**config.mk**
```make
export PLATFORM = sky130hd
export DESIGN_NAME = npc_seq_unit
export DESIGN_NICKNAME = d
export VERILOG_FILES = /design/src/rtl/npc_seq_unit.sv
export SDC_FILE = /design/constraint.sdc
export NUM_CORES = 1
export LEC_CHECK = 0
export ABC_AREA = 0
export CAP_MARGIN = 15
export CORE_MARGIN = 10
export CORE_UTILIZATION = 35
export DETAILED_ROUTE_END_ITERATION = 6
export GPL_ROUTABILITY_DRIVEN = 0
export PLACE_DENSITY_LB_ADDON = 0.12
export SKIP_CTS_REPAIR_TIMING = 1
export SLEW_MARGIN = 20
export SYNTH_ARGS = -nofsm -noshare
export SYNTH_HDL_FRONTEND = slang
export SYNTH_SLANG_ARGS = --single-unit
```
**constraint.sdc**
```tcl
create_clock -name clk -period 4.3 [get_ports clk]
set_input_delay 0.86 -clock clk [delete_from_list [all_inputs] [get_ports clk]]
set_output_delay 0.86 -clock clk [all_outputs]
set_load 0.01 [all_outputs]
```
**src/rtl/npc_seq_unit.sv**
```systemverilog
// npc_seq_unit: owns the PC register of the multi-cycle MIPS core and computes/commits its next value,
// including branch-delay-slot sequencing, EPC/BD/EXL exception state and misaligned-JR detection.
module npc_seq_unit #(
    parameter int              ADDR_W     = 32,
    parameter logic [ADDR_W-1:0] RESET_PC = 32'h0000_3000,
    parameter logic [ADDR_W-1:0] EXC_VEC  = 32'h0000_4180,
    parameter bit              DELAY_SLOT = 1'b1
) (
    input  logic              clk,
    input  logic              rst_n,
    input  logic              pc_we_i,
    input  logic [2:0]        npc_op_i,
    input  logic              br_taken_i,
    input  logic [25:0]       imm_i,
    input  logic [ADDR_W-1:0] rs_val_i,
    output logic [ADDR_W-1:0] pc_o,
    output logic [ADDR_W-1:0] pc_plus4_o,
    output logic [ADDR_W-1:0] npc_o,
    output logic [ADDR_W-1:0] epc_o,
    output logic              bd_o,
    output logic              exl_o,
    output logic              in_slot_o,
    output logic              addr_err_o,
    output logic [ADDR_W-1:0] badvaddr_o
);
    localparam logic [ADDR_W-1:0] FOUR = ADDR_W'(4);

    typedef enum logic {SEQ, SLOT} state_e;

    state_e            state_q;
    logic [ADDR_W-1:0] pc_q, epc_q, target_q, badvaddr_q;
    logic              bd_q, exl_q, addr_err_q;

    logic [ADDR_W-1:0] p4, br, jmp, redir, pc_d;
    logic              is_br, is_j, is_jr, is_exc, is_eret, jr_bad, exc, taken, slot;

    always_comb begin
        p4      = pc_q + FOUR;
        br      = p4 + {{(ADDR_W-18){imm_i[15]}}, imm_i[15:0], 2'b00};
        jmp     = {p4[ADDR_W-1:28], imm_i, 2'b00};
        is_br   = npc_op_i == 3'd1;
        is_j    = npc_op_i == 3'd2;
        is_jr   = npc_op_i == 3'd3;
        is_exc  = npc_op_i == 3'd4;
        is_eret = npc_op_i == 3'd5;
        jr_bad  = is_jr & (rs_val_i[1:0] != 2'b00);
        exc     = is_exc | jr_bad;
        taken   = (is_br & br_taken_i) | is_j | (is_jr & ~jr_bad);
        redir   = is_j ? jmp : is_jr ? rs_val_i : br;
        slot    = state_q == SLOT;
        // Exceptions and ERET pre-empt a pending delay-slot redirect.
        pc_d    = exc ? EXC_VEC :
                  is_eret ? epc_q :
                  slot ? target_q :
                  (taken && !DELAY_SLOT) ? redir : p4;
    end

    always_ff @(posedge clk) begin
        if (!rst_n) begin
            state_q    <= SEQ;
            pc_q       <= RESET_PC;
            epc_q      <= '0;
            target_q   <= '0;
            badvaddr_q <= '0;
            bd_q       <= 1'b0;
            exl_q      <= 1'b0;
            addr_err_q <= 1'b0;
        end else begin
            addr_err_q <= pc_we_i & jr_bad;
            if (pc_we_i) begin
                pc_q <= pc_d;
                if (jr_bad)
                    badvaddr_q <= rs_val_i;
                if (exc) begin
                    exl_q <= 1'b1;
                    if (!exl_q) begin
                        epc_q <= slot ? pc_q - FOUR : pc_q;
                        bd_q  <= slot;
                    end
                end
                if (is_eret)
                    exl_q <= 1'b0;
                if (!slot && taken)
                    target_q <= redir;
                state_q <= (!slot && taken && DELAY_SLOT) ? SLOT : SEQ;
            end
        end
    end

    assign pc_o       = pc_q;
    assign pc_plus4_o = p4;
    assign npc_o      = pc_d;
    assign epc_o      = epc_q;
    assign bd_o       = bd_q;
    assign exl_o      = exl_q;
    assign in_slot_o  = slot;
    assign addr_err_o = addr_err_q;
    assign badvaddr_o = badvaddr_q;
endmodule

```
==> impl_metrics.tcl, run 1 <==
set metrics [dict create \
    synth.most_common_cell "nand2_1" \
    fin_worst_skew_ns 0.0131 \
    grt_pass1_vias 8894 \
    max-cap-violations 0 \
    die_w_um 180 \
    ys_ff_latch 132 \
    worst_pin_slew_ns 1.05 \
    setup_viol 0 \
    final_nets 1475 \
    clockBufferDepth 2 \
    highest_layer "met4" \
    antenna_found_initial 0 \
    power_leakage_uw 0.00518 \
    yosysWarningCount 0 \
    start_util_pct 35.6 \
    std_cell_rows 58 \
    worst_ep_arrival_time_ns 3.25 \
    synth_commonest_cells "197 x nand2_1, 132 x dfxtp_1, 98 x o21ai_0, 85 x clkbuf_1, 68 x nor2_1" \
    die-area_um2 32500 \
    met1_length_um 17100 \
    syn_area_um2 9000 \
    cts.sinks 132 \
    drive_above_1_share_pct 9.81 \
    powerDensity_nw_per_um2 297 \
    seq_area_frac_synth_pct 29.4 \
    syn_inst 1161 \
    endpoint_kind "output port" \
    cp_slowest_cell "clkdlybuf4s50_1" \
    finalPower_uw 3710 \
    area_delta_synth_final_pct 38.5 \
    max_stage_delay_ns 0.58 \
    dr_total_vias 9176 \
    synth_area_leader_cell "dfxtp_1" \
    n_antenna_cell 0 \
    synth_ff_type "dfxtp_1" \
    wirelength_um 35100 \
    drt_iter0_markers 657 \
    avgViaCountPerCell 5.35 \
    dr_wl_met2_um 14600 \
    ir_drop_mv 0.268 \
    maxSlewViolCount 0 \
    status "finished, final reports clean" \
    setup-tns-final_ns 0 \
    multiInputGateArea_um2 6010 \
    slew_headroom_pct 27.9 \
    grt_pass1_wl_um 54100 \
    syn_area_per_cell_um2 7.75 \
    pin_count 229 \
    post_drt_wl_per_cell_um 20.4 \
    firstDrtPassIters 5 \
    wl_met3_um 3030 \
    overflow 0 \
    synth_nets 1263 \
    hp-class "reg -> reg" \
    htree_levels 4 \
    fillerInstances 2505 \
    startpoint_type "flop" \
    grtUsageTotal_pct 20.7 \
    drcViolationCount 0 \
    regArea_um2 2640 \
    path_class "reg -> out" \
    root_buffer "clkbuf_16" \
    synthTopCellsByArea "dfxtp_1 29%, nand2_1 8.2%, mux2i_1 6.7%" \
    synth_enable_flop_cells 0 \
    port_buffers 228 \
    ys_async_sr_fraction_pct 0 \
    numCtsBuffers 17 \
    cts_tree "built" \
    clk_pin_slew_ns 0.07 \
    yosysTopAreaCellShare_pct 29.4 \
    hold_viol 0 \
    place_hpwl_um 26800 \
    rsz0062_at_grt "false" \
    die_h_um 180 \
    yosys.cell_types.count 70 \
    path_max_fanout 7 \
    core_area_um2 25300 \
    grt_max_degree 62 \
    critPathRequiredTime_ns 3.44 \
    fin_crit_sh_pct 95.5 \
    layout_min_cycle_time_ns 4.11 \
    clock_latency_ns 0.43 \
    antenna_left 0 \
    clock.fmax_mhz 244 \
    path_cells "and4_1 -> and4_2 -> and3_1 -> xor2_1 -> buf_4 -> o211ai_1 -> a21oi_1 -> clkdlybuf4s50_1" \
]
==> cell usage in the layout (no fill, tap or decap), drive strengths merged, types with 46 or more instances in the layout <==
cell and n:
a21boi 46, a21oi 58, buf 64, clkdlybuf4s50 226, dfxtp 132, mux2i 60
nand2 197, nor2 68, o21ai 99, xnor2 60
==> where the power goes <==
part           internal, µW  leakage [µW]  total, µW  switching (µW)
Combinational           399       0.00382        851             452
Clock                   887      0.000287       1530             643
Sequential             1280       0.00107       1330            50.2
Total                  2560       0.00518       3710            1140
==> state kept, by name (all words and copies together), names as in the netlist <==
register	cells
bd_o	1
addr_err_o	1
target_q	32
exl_o	1
badvaddr_o	32
pc_o	32
epc_o	32
in_slot_o	1
==> final timing paths <==
kind                              startpoint                          to  slack [ns]  cells past startpoint
setup / recovery        pc_o[7]$_SDFFE_PN0P_                   npc_o[11]        0.19                      8
hold / removal    badvaddr_o[3]$_SDFFE_PN0P_  badvaddr_o[3]$_SDFFE_PN0P_        0.46                      2
setup reg to reg        pc_o[7]$_SDFFE_PN0P_   target_q[22]$_SDFFE_PN0P_        0.32                     13
hold reg to reg   badvaddr_o[3]$_SDFFE_PN0P_  badvaddr_o[3]$_SDFFE_PN0P_        0.46                      2
==> cell families (layout without fill, tap and decap cells) <==
logic type	Yosys count	after routing	share of synthesized area, %
and+or+nand+nor	432	432	23.2
AOI/OAI and AO/OA	312	312	22.8
DFF	132	132	29.4
buffers and inverters	108	333	4.71
xor gates and xnor gates	74	74	7.20
muxes	66	66	7.43
adders and majority gates	37	37	5.23
==> stage by stage <==
step / utilization (%) / setup slack, ns / cells / cell area [µm²] / hold WS, ns
finish: 49.4 / 0.195 / 1716 / 12500 / 0.463
global route: 49.4 / 0.00336 / 1716 / 12500 / 0.489
CTS: 49.1 / 0.0329 / 1716 / 12400 / 0.466
detailed placement: 46.7 / 0.329 / 1684 / 11800 / 0.457
global placement: 46.7 / 0.343 / 1684 / 11800 / 0.449
floorplan: - / 0.477 / 1161 / 9000 / 0.435
==> worst max-delay path, delay by kind of cell (launching register included) <==
family                    cells  cell delay (ns)
AOI/OAI and AO/OA             2             0.31
buffers and inverters         2             0.82
xor gates and xnor gates      1             0.34
and+or+nand+nor               3             0.87
DFF                           1             0.47
==> per-layer routing <==
layer  global-route usage, %  up-vias
li1                        -     4528
met1                    30.0     4295
met2                    29.5      338
met3                    6.20       15
met4                    3.58        0
met5                       0        -
==> layout make-up <==
type                    count  area share [%]
multi-input cells         921            48.2
repair buffers            290            22.1
flip-flops and latches    132            21.2
clock buffers              18            3.52
well taps                 330            3.31
clock inverters            14            1.31
inverters                  11           0.331
No activity file was read; power rests on OpenSTA's default activity.
==> run 2, diff against run 1 <==
--- a/config.mk
+++ b/config.mk
@@ -11,9 +11,10 @@
 export CORE_UTILIZATION = 35
 export DETAILED_ROUTE_END_ITERATION = 6
 export GPL_ROUTABILITY_DRIVEN = 0
+export MAX_ROUTING_LAYER = met4
 export PLACE_DENSITY_LB_ADDON = 0.12
 export SKIP_CTS_REPAIR_TIMING = 1
-export SLEW_MARGIN = 20
+export SLEW_MARGIN = 25
 export SYNTH_ARGS = -nofsm -noshare
 export SYNTH_HDL_FRONTEND = slang
 export SYNTH_SLANG_ARGS = --single-unit
==> run 2 against run 1 <==
Compared with the run above: first-iteration DRC count up 3.7%; worst setup slack better by 0.021 ns; highest routed layer unchanged; via count about the same; clock-buffer cell count unchanged; largest power group unchanged.
==> impl_metrics.tcl, run 2 (synthesis gave the netlist of run 1 again) <==
set metrics [dict create \
    startpoint_type "flop" \
    setup-tns-final_ns 0 \
    path_class "reg -> out" \
    hold_ws_ns 0.463 \
    htree_levels 4 \
    worst_pin_slew_ns 1.06 \
    numCtsBuffers 17 \
    grt_pass1_vias 8935 \
    die_w_um 180 \
    wirelength_um 35100 \
    powerDensity_nw_per_um2 297 \
    final_util_pct 49.4 \
    antenna_left 0 \
    grt_pass1_wl_um 53900 \
    max_stage_delay_ns 0.55 \
    antenna_found_initial 0 \
    worst_ep_arrival_time_ns 3.22 \
    finalPower_uw 3710 \
    hp-class "reg -> reg" \
    combPwrFrac_pct 23.0 \
    std_cell_rows 58 \
    overflow 0 \
    power.switching_uw 1150 \
    power.internal_uw 2560 \
    crit_family "simple AND/OR/NAND/NOR gates" \
    regArea_um2 2640 \
    avgViaCountPerCell 5.35 \
    layout_min_cycle_time_ns 4.08 \
    endpoint_kind "output port" \
    maxSlewViolCount 0 \
    power_leakage_uw 0.00518 \
    path_buf_inv 2 \
    max-cap-violations 0 \
    start_util_pct 35.6 \
    clock_latency_ns 0.43 \
    ff2ff_setup_slack_ns 0.36 \
    cts.sinks 132 \
    clockBufferDepth 2 \
    clk_pin_slew_ns 0.07 \
    final_common_cell "clkdlybuf4s50_1" \
    drcViolationCount 0 \
    fillerInstances 2505 \
    fin_worst_skew_ns 0.0144 \
    clock.fmax_mhz 245 \
    path_cells "and4_1 -> and3_1 -> nand3_1 -> xnor2_1 -> buf_4 -> mux2i_1 -> nand2_1 -> o21ai_0 -> nor2_1 -> clkdlybuf4s50_1" \
    cts_tree "built" \
    dr_total_vias 9181 \
    cp_slowest_cell "clkdlybuf4s50_1" \
    post_drt_wl_per_cell_um 20.5 \
    placed_area_um2 11800 \
    ir_drop_mv 0.268 \
    place_hpwl_um 26800 \
    firstDrtPassIters 5 \
    status "finished, final reports clean" \
    critPathRequiredTime_ns 3.44 \
    die_h_um 180 \
    n_antenna_cell 0 \
    area_delta_synth_final_pct 38.5 \
    final_nets 1475 \
    core_area_um2 25300 \
    setup_viol 0 \
    drt_iter0_markers 681 \
    multiInputGateArea_um2 6010 \
    port_buffers 228 \
    pin_count 229 \
    final_cell_area_um2 12500 \
    grtUsageTotal_pct 21.2 \
    slew_headroom_pct 27.2 \
    die-area_um2 32500 \
    drive_above_1_share_pct 9.81 \
    sw_frac_of_total_pct 30.9 \
    grt_max_degree 62 \
    rsz0062_at_grt "false" \
    root_buffer "clkbuf_16" \
    p_clk_share_pct 41.3 \
    fin_crit_sh_pct 95.0 \
    hold_viol 0 \
    path_max_fanout 7 \
    pwr-share-seq_pct 35.7 \
    layout_common_cells "226 x clkdlybuf4s50_1, 197 x nand2_1, 131 x dfxtp_1, 98 x o21ai_0, 67 x nor2_1" \
]
## run 2: cell counts in the layout (fill, tap and decap cells not counted)
Identical to the previous run, type by type.
## run 2: per-layer routing
metal  up-vias  share of wire, %  track usage (%)
li1       4534                 -                -
met4         0              0.88             3.58
met5         -                 0                -
met1      4299                50             30.5
met2       328                41             29.5
met3        20               7.3             5.16
## run 2: final cells by class
class,count,area share [%]
clock buffers,18,3.52
multi-input cells,921,48.2
repair buffers,290,22.1
well taps,330,3.31
clock inverters,14,1.31
inverters,11,0.331
flip-flops and latches,132,21.2
## run 2: power by group through the flow
stage / Sequential, µW / Combinational [µW] / Clock, µW
CTS: 1320 / 850 / 1550
global placement: 1350 / 844 / 0
global route: 1330 / 927 / 1600
finish: 1330 / 851 / 1530
floorplan: 1350 / 448 / 0
detailed placement: 1350 / 843 / 0
## run 2: worst paths after layout
check	from	end	cells after the start
worst max-delay path	pc_o[7]$_SDFFE_PN0P_	npc_o[18]	10
worst min-delay path	badvaddr_o[3]$_SDFFE_PN0P_	badvaddr_o[3]$_SDFFE_PN0P_	2
worst max register to register	pc_o[7]$_SDFFE_PN0P_	target_q[22]$_SDFFE_PN0P_	13
worst min register to register	badvaddr_o[3]$_SDFFE_PN0P_	badvaddr_o[3]$_SDFFE_PN0P_	2
## run 2: worst min-delay path, cell delays in order (launching register included)
cell and delay (ns):
dfxtp_1 0.31, nand2_1 0.04, a21boi_0 0.06
## run 2: stage by stage
| step | setup slack (ns) | cells |
|---|---|---|
| 2_1_floorplan | 0.477 | 1161 |
| 3_3_place_gp | 0.343 | 1684 |
| 3_5_place_dp | 0.329 | 1684 |
| 4_1_cts | 0.0329 | 1716 |
| 5_1_grt | 0.00951 | 1716 |
| 6_report | 0.216 | 1716 |
==> run 3, diff against run 2 <==
--- a/config.mk
+++ b/config.mk
@@ -12,9 +12,10 @@
 export DETAILED_ROUTE_END_ITERATION = 6
 export GPL_ROUTABILITY_DRIVEN = 0
 export MAX_ROUTING_LAYER = met4
-export PLACE_DENSITY_LB_ADDON = 0.12
+export PLACE_DENSITY_LB_ADDON = 0.1
 export SKIP_CTS_REPAIR_TIMING = 1
 export SLEW_MARGIN = 25
 export SYNTH_ARGS = -nofsm -noshare
 export SYNTH_HDL_FRONTEND = slang
 export SYNTH_SLANG_ARGS = --single-unit
+export TNS_END_PERCENT = 10
==> run 3 against run 2 <==
Compared with the run above: register-to-register slack about the same; wire length shrank 0.42%; combinational power about the same; power shrank 1.7%; sequential power about the same; first-iteration DRC count is 1.3% lower; largest cell class unchanged; cell count hardly changed; core utilization rose by 0.064 points.
==> impl_metrics.tcl, run 3 (synthesis gave the netlist of run 1 again) <==
set metrics [dict create \
    setup_viol 0 \
    crit_start "pc_o[7]$_SDFFE_PN0P_" \
    antenna_left 0 \
    final_nets 1474 \
    port_buffers 228 \
    path_class "reg -> out" \
    worst_pin_slew_ns 0.765 \
    worst_ep_arrival_time_ns 3.23 \
    critPathRequiredTime_ns 3.44 \
    antenna_found_initial 0 \
    fillerInstances 2499 \
    hp-class "reg -> reg" \
    power_leakage_uw 0.00518 \
    die_w_um 180 \
    pin_count 229 \
    ir_drop_mv 0.178 \
    place_hpwl_um 26200 \
    n_antenna_cell 0 \
    finalPower_uw 3640 \
    slew_headroom_pct 47.7 \
    max-cap-violations 0 \
    final_cell_area_um2 12500 \
    grt.busiest_layer "met1" \
    std_cell_rows 58 \
    clockBufferDepth 2 \
    die_h_um 180 \
    placed_area_um2 11800 \
    cts.sinks 132 \
    fin_worst_skew_ns 0.0138 \
    dr_total_vias 9182 \
    grtUsageTotal_pct 21.2 \
    r2r_start "pc_o[7]$_SDFFE_PN0P_" \
    hold_start "badvaddr_o[28]$_SDFFE_PN0P_" \
    dp.cells 1683 \
    final_cells 1715 \
    drcViolationCount 0 \
    grt_use_met2_pct 28.7 \
    grt_pass1_vias 8716 \
    layout_min_cycle_time_ns 4.09 \
    post_drt_wl_per_cell_um 20.4 \
    grt_max_degree 62 \
    powerDensity_nw_per_um2 292 \
    firstDrtPassIters 5 \
    clock.fmax_mhz 244 \
    grt_pass1_wl_um 53800 \
    area_delta_synth_final_pct 38.7 \
    root_buffer "clkbuf_16" \
    fin_crit_sh_pct 95.1 \
    maxSlewViolCount 0 \
    use_met3_pct 4.84 \
    core_area_um2 25300 \
    cts_tree "built" \
    startpoint_type "flop" \
    setup-tns-final_ns 0 \
    clock_latency_ns 0.44 \
    overflow 0 \
    path_max_fanout 8 \
    htree_levels 4 \
    drive_above_1_share_pct 9.82 \
    endpoint_kind "output port" \
    layout_common_cells "226 x clkdlybuf4s50_1, 197 x nand2_1, 130 x dfxtp_1, 98 x o21ai_0, 67 x nor2_1" \
    wirelength_um 35000 \
    status "finished, final reports clean" \
    start_util_pct 35.6 \
    avgViaCountPerCell 5.35 \
    hold_viol 0 \
    numCtsBuffers 17 \
    final_util_pct 49.4 \
    die-area_um2 32500 \
    use_met1_pct 31.2 \
    clk_pin_slew_ns 0.07 \
    final_common_cell "clkdlybuf4s50_1" \
    drt_iter0_markers 672 \
]
## run 3: worst paths after layout
kind | end | slack [ns] | cells past startpoint
setup / recovery | npc_o[31] | 0.21 | 10
hold / removal | badvaddr_o[28]$_SDFFE_PN0P_ | 0.46 | 2
setup reg to reg | target_q[22]$_SDFFE_PN0P_ | 0.35 | 13
hold reg to reg | badvaddr_o[28]$_SDFFE_PN0P_ | 0.46 | 2
## run 3: worst max-delay path: stages, from the launching register on
cell and delay, ns:
dfxtp_2 0.41, and4_1 0.30, and4_1 0.32, buf_4 0.19
nand2_1 0.12, nor4_2 0.26, xor2_1 0.12, mux2_2 0.29
mux2i_1 0.22, nor2_1 0.07, clkdlybuf4s50_1 0.50
## run 3: stage by stage
| stage | worst slack (ns) | hold slack [ns] |
|---|---|---|
| 2_1_floorplan | 0.477 | 0.435 |
| 3_3_place_gp | 0.302 | 0.447 |
| 3_5_place_dp | 0.269 | 0.456 |
| 4_1_cts | 0.0209 | 0.465 |
| 5_1_grt | -0.00651 | 0.485 |
| 6_report | 0.210 | 0.460 |
## run 3: power by group
part	internal [µW]	leakage [µW]	switching, µW
combinational	402	0.00382	446
clock	778	0.000288	687
sequential	1270	0.00107	57.0
total	2450	0.00518	1190
## run 3: layer usage
| metal | up-vias | routed length [µm] |
|---|---|---|
| li1 | 4540 | - |
| met1 | 4305 | 18100 |
| met2 | 322 | 14300 |
| met3 | 15 | 2340 |
| met4 | 0 | 255 |
| met5 | - | 0 |
## run 3: final cells by class
cell class	instances	area, µm²	area share, %
clock buffers	17	425	3.41
multi-input cells	921	6010	48.2
flip-flops and latches	132	2650	21.2
clock inverters	15	150	1.20
inverters	11	41.3	0.331
well taps	330	413	3.31
repair buffers	289	2800	22.4
==> RTL edit, RTL diff (settings of run 3) <==
The parameter `ADDR_W` goes from 32 to 64.
--- a/src/rtl/npc_seq_unit.sv
+++ b/src/rtl/npc_seq_unit.sv
@@ -2,5 +2,5 @@
 // including branch-delay-slot sequencing, EPC/BD/EXL exception state and misaligned-JR detection.
 module npc_seq_unit #(
-    parameter int              ADDR_W     = 32,
+    parameter int              ADDR_W     = 64,
     parameter logic [ADDR_W-1:0] RESET_PC = 32'h0000_3000,
     parameter logic [ADDR_W-1:0] EXC_VEC  = 32'h0000_4180,
Ports: changed (6 resized); port bits go from 229 to 421. No check against the original RTL was run, so the function may have changed too.
==> RTL edit against run 3 <==
- the run now ends with setup timing left
- sequential cell count grew 128
- wire length grew 120%
- area after synthesis grew 99%
- sequential share of layout area shrank 1.4 points
- clock skew grew 9.0 ps
- power grew 99%
- count of clock-buffer cells in the layout grew 31
- worst setup slack lost 330 ps
- cell area grew 110%
- largest power group unchanged
- highest routed layer unchanged
==> RTL edit: results (changes against run 3) <==
antenna violations before repair=6 (+6); Critical Path Source Type=register; clock latency on the worst-skew pair=550 ps (+110 ps); Post-synth ARST share=0% (unchanged); Root Driver=clkbuf_16; Reg clk slew, reported paths=60 ps; first-pass GRT wire length=115.6 mm (+110%); port bufs=420 (+84%); final setup TNS=-321.2 ps (-321.2 ps); Worst Hold Path EP=badvaddr_o[60]; r2r endpoint=target_q[63]; drt first pass iters=7 (+2); largest net degree at the start of global routing=97 (+56%); layout cells sized above 1=16.81% (+7.0 points); worst vdd ir=0.2537 mV (+42%); Synth cell types=75 (+7.1%); crit-path leading delay family=simple AND/OR/NAND/NOR gates; Total Routing Usage GR=24.78% (+3.6 points); Largest stage delay, worst path=340 ps (-160 ps); leakage=0.01162 uW (+120%); r2r worst-path depth=20 (+7); clock buffer depth=3 (+1); R2R Setup Slk=40 ps (-310 ps); DR vias/cell=5.344 (-0.19%); H-tree lvl count=2 (-2); Post-Route WL=76.76 mm (+120%); vias in the first global route=19,280 (+120%); Worst-Margin Slew=1136 ps (+371.0 ps); max-cap violations=0 (unchanged); hold_sp=badvaddr_o[60]; clk_skew=22.82 ps (+8.997 ps); Post-synth top flop=dfxtp_1; dpl cell area=24,670 um^2 (+110%); top cells by count, synth=nand2_1, dfxtp_1, o21ai_0, nor2_1, clkbuf_1; slack of the critical path=-122.0 ps (-331.9 ps); failing checks=setup timing; Net count, final=3,094 (+110%); CP max-delay cell=dfxtp_1; sequential fraction of the synthesis area=29.14% (-0.23 points); Hold Path Cell Cnt=2 (unchanged); outcome=complete, but fails checks; syn nets=2,521 (+100%); Iter 0 DRT Violations=1,336 (+99%); Worst setup endpoint=npc_o[63]; Worst Path Max Fanout=4 (-4); post-DP HPWL=58.16 mm (+120%); Final Setup Violations=4 (+4); CP Data Arrival Time=3560 ps (+330 ps); Num CTS Buffers=35 (+18); Area contributors post-synth=dfxtp_1, nand2_1, mux2i_1; RR Startpoint=pc_o[10]
## RTL edit: changes by cell type after synthesis, sizes merged, moves of 76 or more
cell           run 3  this run
nor2              68       179
dfxtp            132       260
clkbuf            85       161
a21oi             58       142
o21ai             99       201
nand2            197       419
## RTL edit: metrics by stage
| step | power [uW] | hold WS (ps) | setup WS, ps | std cells |
|---|---|---|---|---|
| finish | 7266 | 460.7 | -122.0 | 3621 |
| global route | 7582 | 485.3 | -289.3 | 3621 |
| CTS | 7309 | 466.5 | -616.3 | 3610 |
| detailed placement | 4304 | 459.6 | -630.0 | 3551 |
| global placement | 4291 | 452.1 | -454.1 | 3550 |
| floorplan | 3463 | 433.7 | -30.04 | 2349 |
## RTL edit: report_power, final
group,switching (uW),internal (uW),total (uW),leakage (uW)
clock network,1190,1800,2980,0.000571
registers,75.1,2510,2590,0.00212
logic,907,789,1700,0.00894
total,2170,5100,7270,0.0116
## RTL edit: logic make-up (layout without fill, tap and decap cells)
logic type / after synthesis / after routing / share of synthesized area, %
AND/OR/NAND/NOR: 873 / 873 / 22.64
multiplexers: 121 / 121 / 6.794
buffers and inverters: 210 / 805 / 4.595
AO/OA/AOI/OAI: 641 / 641 / 23.25
adder cells (fa/ha/maj): 75 / 75 / 5.295
XOR/XNOR: 169 / 169 / 8.286
other: 0 / 5 / 0
flip-flops: 260 / 260 / 29.14
## RTL edit: area by class of cell
cell class / instances / area [um^2]
clock buffer: 48 / 1037
sequential: 260 / 5213
tap: 672 / 840.8
inverter: 21 / 78.83
fill: 4830 / 23900
timing repair buffer: 725 / 6675
antenna: 5 / 12.51
clock inverter: 11 / 107.6
multi-input combinational: 1879 / 12400
## RTL edit: routing by layer
metal	part of all wire, %	global-route usage (%)
met5	0	-
met4	2.3	7.225
met3	6.3	4.833
met2	48	40.82
met1	43	30.20
